File: config.mk
export PLATFORM = sky130hd
export DESIGN_NAME = rom_arbiter
export DESIGN_NICKNAME = d
export VERILOG_FILES = /design/src/rtl/rom_arbiter.sv
export SDC_FILE = /design/constraint.sdc
export NUM_CORES = 1
export LEC_CHECK = 0
export ABC_AREA = 1
export CAP_MARGIN = 0
export CORE_MARGIN = 2
export CORE_UTILIZATION = 40
export CTS_BUF_LIST = sky130_fd_sc_hd__clkbuf_16
export CTS_CLUSTER_DIAMETER = 80
export DETAILED_ROUTE_END_ITERATION = 8
export PLACE_DENSITY_LB_ADDON = 0.08
export SYNTH_ARGS = -nofsm -noshare
export SYNTH_HDL_FRONTEND = slang
export SYNTH_SLANG_ARGS = --single-unit
export TNS_END_PERCENT = 10
File: constraint.sdc
create_clock -name clock -period 2.3 [get_ports clock]
set_input_delay 0.23 -clock clock [delete_from_list [all_inputs] [get_ports clock]]
set_output_delay 0.23 -clock clock [all_outputs]
set_load 0.01 [all_outputs]
File: src/rtl/rom_arbiter.sv
// Two-requester (fetch/load) round-robin arbiter in front of a 1-cycle registered ROM.
// Optional alignment checking is enabled by defining ROM_ARB_ALIGN_CHK_EN.
module rom_arbiter #(
    parameter int ADDR_W = 17,
    parameter int DATA_W = 32
) (
    input  logic              clock,
    input  logic              reset,
    input  logic              if_req,
    input  logic [ADDR_W-1:0] if_addr,
    output logic              if_gnt,
    output logic              if_rvalid,
    input  logic              if_rready,
    output logic [DATA_W-1:0] if_rdata,
    output logic              if_rerr,
    input  logic              ld_req,
    input  logic [ADDR_W-1:0] ld_addr,
    output logic              ld_gnt,
    output logic              ld_rvalid,
    input  logic              ld_rready,
    output logic [DATA_W-1:0] ld_rdata,
    output logic              ld_rerr,
    output logic              rom_en,
    output logic [ADDR_W-1:0] rom_addr,
    input  logic [DATA_W-1:0] rom_data
);

    typedef enum logic [1:0] {IDLE, RESP, HOLD} state_t;

    state_t            state, state_nxt;
    logic              owner;        // 0 = fetch, 1 = load
    logic              last_owner;
    logic              err_q;
    logic [DATA_W-1:0] hold_q;

    logic              owner_rready;
    logic              gnt_any;
    logic              sel;
    logic [ADDR_W-1:0] gnt_addr;
    logic              misaligned;
    logic              resp_valid;
    logic [DATA_W-1:0] resp_data;

    always_comb begin
        owner_rready = owner ? ld_rready : if_rready;
        sel          = (if_req && ld_req) ? ~last_owner : ld_req;
        gnt_addr     = sel ? ld_addr : if_addr;
        gnt_any      = !reset && (if_req || ld_req) && (state == IDLE || owner_rready);
`ifdef ROM_ARB_ALIGN_CHK_EN
        misaligned   = (gnt_addr[1:0] != 2'b00);
`else
        misaligned   = 1'b0;
`endif
        if_gnt       = gnt_any && !sel;
        ld_gnt       = gnt_any && sel;
        rom_en       = gnt_any && !misaligned;
        rom_addr     = rom_en ? gnt_addr : '0;
    end

    // Response path: live ROM word in RESP, captured copy in HOLD; all zero under reset.
    always_comb begin
        resp_valid = !reset && (state != IDLE);
        resp_data  = '0;
        if (state == RESP)
            resp_data = err_q ? '0 : rom_data;
        else if (state == HOLD)
            resp_data = hold_q;
        if_rvalid = resp_valid && !owner;
        ld_rvalid = resp_valid && owner;
        if_rdata  = if_rvalid ? resp_data : '0;
        ld_rdata  = ld_rvalid ? resp_data : '0;
`ifdef ROM_ARB_ALIGN_CHK_EN
        if_rerr   = if_rvalid && err_q;
        ld_rerr   = ld_rvalid && err_q;
`else
        if_rerr   = 1'b0;
        ld_rerr   = 1'b0;
`endif
    end

    always_comb begin
        state_nxt = state;
        if (gnt_any)
            state_nxt = RESP;
        else if (state != IDLE)
            state_nxt = owner_rready ? IDLE : HOLD;
    end

    always_ff @(posedge clock) begin
        if (reset) begin
            state      <= IDLE;
            owner      <= 1'b0;
            last_owner <= 1'b1;
            err_q      <= 1'b0;
            hold_q     <= '0;
        end else begin
            state <= state_nxt;
            if (state == RESP)
                hold_q <= err_q ? '0 : rom_data;
            if (gnt_any) begin
                owner      <= sel;
                last_owner <= sel;
                err_q      <= misaligned;
            end
        end
    end

endmodule
* Word-level counts from Yosys, hierarchy flattened
Index checks and enable logic that the tools add are counted. Widths: inputs -> output; s select.
Cells by class: eq/ne operators 2, bitwise operators 1, reductions and logical operators 17, muxes and demuxes 11
Operators with widths (count):
- $mux 32 | 4
- $mux 17 | 2
- $logic_and 1x1->1 | 8
- $mux 1 | 4
- $reduce_bool 2->1 | 2
- $logic_not 1->1 | 3
- $eq 2x1->1 const B | 1
- $eq 2x2->1 const B | 1
- $logic_not 2->1 | 1
- $logic_or 1x1->1 | 2
- $mux 2 | 1
- $reduce_or 2->1 | 1
- $not 1->1 | 1
Storage, ports and cells: input port bits 72, register bits 36, logic and storage cells 36, output and inout port bits 88

* Logic depth before layout (Yosys ltp)
depth in word-level cells 4, depth in mapped cells 8, depth with buffers taken out 6

* Worst setup path after synthesis
OpenSTA, ideal clock, no wires.
kind reg-to-output, from register state[1], to output port if_rdata[10], arrival 1.027 ns, slack 1.043 ns, stages on the path, launching flop included 8, data required time 2.070 ns, cell sequence dfxtp_1 > buf_6 > nor2_8 > buf_6 > nand2_2 > nand2_1 > inv_1 > nor2_1
Between the ends: longest elaborated chain between the ends 4, elaborated cells between the ends (all ways) 8, those cells by class 2 x eq/ne; 3 x mux; 3 x reduce/logical
Ends and longest elaborated chain:
- start, declared | RTL line 30 | state_t state, state_nxt;
- start signal, assigned | RTL line 97 | state <= state_nxt;
- $eq 2x2->1 or $reduce_bool 2->1 (tied branches) | RTL line 66, 62
- $mux 32 or $logic_and 1x1->1 (tied branches) | RTL line 66, 62
- $mux 32 or $logic_and 1x1->1 (tied branches) | RTL line 64, 68
- $mux 32 (*) | RTL line 70 | if_rdata = if_rvalid ? resp_data : '0;
- end, declared | RTL line 14 | output logic [DATA_W-1:0] if_rdata,
Every way passes the cells marked *; elsewhere a longest branch is shown, timed or not.

* Worst setup path after layout
from register state[0], to output port rom_addr[14]
Between the ends: longest elaborated chain between the ends 4
Ends and longest elaborated chain:
- $logic_not 2->1 | RTL line 48 | gnt_any = !reset && (if_req || ld_req) && (state == IDLE || owner_rready);
- $logic_or 1x1->1 | RTL line 48
- $logic_and 1x1->1 | RTL line 48
- $mux 17 | RTL line 57 | rom_addr = rom_en ? gnt_addr : '0;
- end, declared | RTL line 24 | output logic [ADDR_W-1:0] rom_addr,
No other way between the ends.

==> results.sh <==
export IMPL_cts_tree="yes"
export IMPL_diodes=0
export IMPL_routed_via_density=4.64
export IMPL_grt_total_usage_pct=21.6
export IMPL_vdd_ir_drop_max_v=0.000357
export IMPL_rows=28
export IMPL_syn2layout_area_growth_pct=70.3
export IMPL_core_mm2=0.00596
export IMPL_setup_violations=0
export IMPL_slew_headroom_pct=64.6
export IMPL_die_area_mm2=0.00683
export IMPL_cp_arrival_ps=1940
export IMPL_drive_gt1_share_pct=11.4
export IMPL_async_flop_share_pct=0
export IMPL_yosysTopAreaCellShare_pct=29.1
export IMPL_synth_top_area_cell="dfxtp_1"
export IMPL_place_worst_setup_slack_ps=168
export IMPL_wirelength_um=7450
export IMPL_synth_edf_count=0
export IMPL_powerDensity_mw_per_mm2=453
export IMPL_drc=0
export IMPL_period_minus_slack_ps=2170
export IMPL_avgSynthCellArea_um2=6.11
export IMPL_finalMaxSlewViolations=0
export IMPL_slowest_stage="clkdlybuf4s50_1"
export IMPL_cts_root_buf="clkbuf_16"
export IMPL_max_stage_delay_ps=570
export IMPL_post_cts_buffers=0
export IMPL_start_util_pct=41.6
export IMPL_antenna_found_initial=0
export IMPL_start_kind="flip-flop"
export IMPL_vias=2923
export IMPL_htreeDepth=2
export IMPL_synth_top_cells_by_count="nand2_1, nor2_1, inv_1"
export IMPL_finalCritPeriodShare_pct=94.2
export IMPL_dp_cells=623
export IMPL_finalPower_uw=1910
export IMPL_grt_pass1_vias=2565
export IMPL_num_fill_cells=499
export IMPL_postRouteAntennaNets=0
export IMPL_yosys_top_cells_area="dfxtp_1, nand2_1, nor2_1, nand3_1, a21oi_1"
export IMPL_skew_ps=1.88
export IMPL_syn_cell_area_mm2=0.00247
export IMPL_hold_viol_final=0
export IMPL_die_w_um=82.7
export IMPL_seq_area_um2=721
export IMPL_maxCapViolCount=0
export IMPL_leakagePower_uw=0.00170
export IMPL_critPathKind="flip-flop to output pin"
export IMPL_path_cells="inv_2 -> nand2_4 -> nand3_4 -> nand2_4 -> a21oi_2 -> clkdlybuf4s50_1"
export IMPL_cts_buffers=5
export IMPL_drt_initial_drc_count=141
export IMPL_multi_input_area_mm2=0.00140
export IMPL_grt_pass1_wl_um=11600
export IMPL_yosys_warnings=0
export IMPL_gr_total_overflow=0
export IMPL_clk_pin_slew_worst_paths_ps=50
export IMPL_ys_flop_type="dfxtp_1"
export IMPL_fin_util_pct=70.8
export IMPL_fmax_ghz=0.461
export IMPL_yosysSeqAreaShare_pct=29.1
export IMPL_hpwl_um=5580
export IMPL_min_path_type="flip-flop to flip-flop"
export IMPL_clk_latency_ps=270
export IMPL_required_ps=2070
export IMPL_synth_seq_cells=36
export IMPL_grt_max_degree=34
export IMPL_fin_cells=630
export IMPL_path_max_fanout=20
export IMPL_synth_cells=405
export IMPL_worst_slack_ps=132
export IMPL_first_pass_iters=4
export IMPL_worstMarginPinSlew_ps=531
export IMPL_portBuffers=157
export IMPL_fp_dieH_um=82.7
export IMPL_yosysUniqueCellTypes=20
export IMPL_cts_max_path_buffers=2
export IMPL_finalSetupTns_ps=0
export IMPL_synth_most_common_cell="nand2_1"
export IMPL_gp_congestion=0.760
export IMPL_critPathMostFrequentCell="nand2_4"
export IMPL_ios=160
export IMPL_rsz0062_at_grt="false"
export IMPL_fin_nets=627
export IMPL_cts_sinks=36
export IMPL_status="complete, no violations"
export IMPL_wl_per_cell_um=11.8
export IMPL_end_kind="output pin"
==> sequential cells by signal, indices dropped and copies added, names as in the netlist <==
signal      flops
hold_q         32
state           2
last_owner      1
owner           1
==> stage by stage <==
stage / cell area, µm² / hold WS, ps
after floorplan: 2480 / 384
after global placement: 4080 / 448
after detailed placement: 4080 / 452
after CTS: 4210 / 461
after global routing: 4220 / 473
final: 4220 / 460
==> worst max-delay path, delay by kind of cell (launching register included) <==
| kind | cells | cell delay, ps |
|---|---|---|
| and+or+nand+nor | 3 | 430 |
| AOI/OAI and AO/OA | 1 | 180 |
| DFF | 1 | 300 |
| buffers and inverters | 2 | 750 |
==> power breakdown <==
part | switching (µW) | internal, µW | total (µW) | leakage [µW]
clock | 230 | 387 | 617 | 0.0000648
combinational | 307 | 290 | 597 | 0.00134
sequential | 25.4 | 669 | 694 | 0.000295
==> final timing paths <==
path,from,cells after the start,end,slack (ps)
setup / recovery,state[0]$_SDFFE_PP0P_,6,rom_addr[14],130
setup reg to reg,state[1]$_SDFFE_PP0P_,5,hold_q[5]$_SDFFE_PP0P_,820
hold reg to reg,hold_q[1]$_SDFFE_PP0P_,2,hold_q[1]$_SDFFE_PP0P_,460
hold / removal,hold_q[1]$_SDFFE_PP0P_,2,hold_q[1]$_SDFFE_PP0P_,460
==> cell type report <==
cell class | instances | share of cell area (%)
Multi-Input combinational cell | 297 | 33.2
Tap cell | 75 | 2.23
Clock inverter | 2 | 0.178
Clock buffer | 5 | 2.97
Sequential cell | 36 | 17.1
Inverter | 44 | 3.92
Timing Repair Buffer | 171 | 40.5
==> placed cells by master (no fill, tap or decap), drive strengths merged <==
| cell type | synthesis | routed |
|---|---|---|
| a21oi | 50 | 50 |
| buf | 26 | 14 |
| clkbuf | 3 | 5 |
| clkdlybuf4s50 | 0 | 157 |
| clkinv | 0 | 2 |
| conb | 1 | 2 |
| dfxtp | 36 | 36 |
| inv | 44 | 44 |
| nand2 | 138 | 138 |
| nand3 | 38 | 38 |
| nor2 | 69 | 69 |
==> per-layer routing <==
metal  vias up  part of all wire, %  global-route usage (%)
met2       108                   49                    38.5
met3         7                  8.9                    6.30
li1       1535                    -                       -
met1      1273                   41                    25.9
met5         -                    0                       0
met4         0                 0.78                    3.93
==> timing repair <==
item | CTS | global route
resized for setup | 0 | 1
hold buffers | 0 | 0
endpoints found under the setup margin | 0 | 4
==> cell families after synthesis <==
group | share of synthesized area, %
buf+inv | 14.6
other cells | 0.152
flops | 29.1
simple gates | 43.5
compound gates | 12.7
No activity file was read; power rests on OpenSTA's default activity.
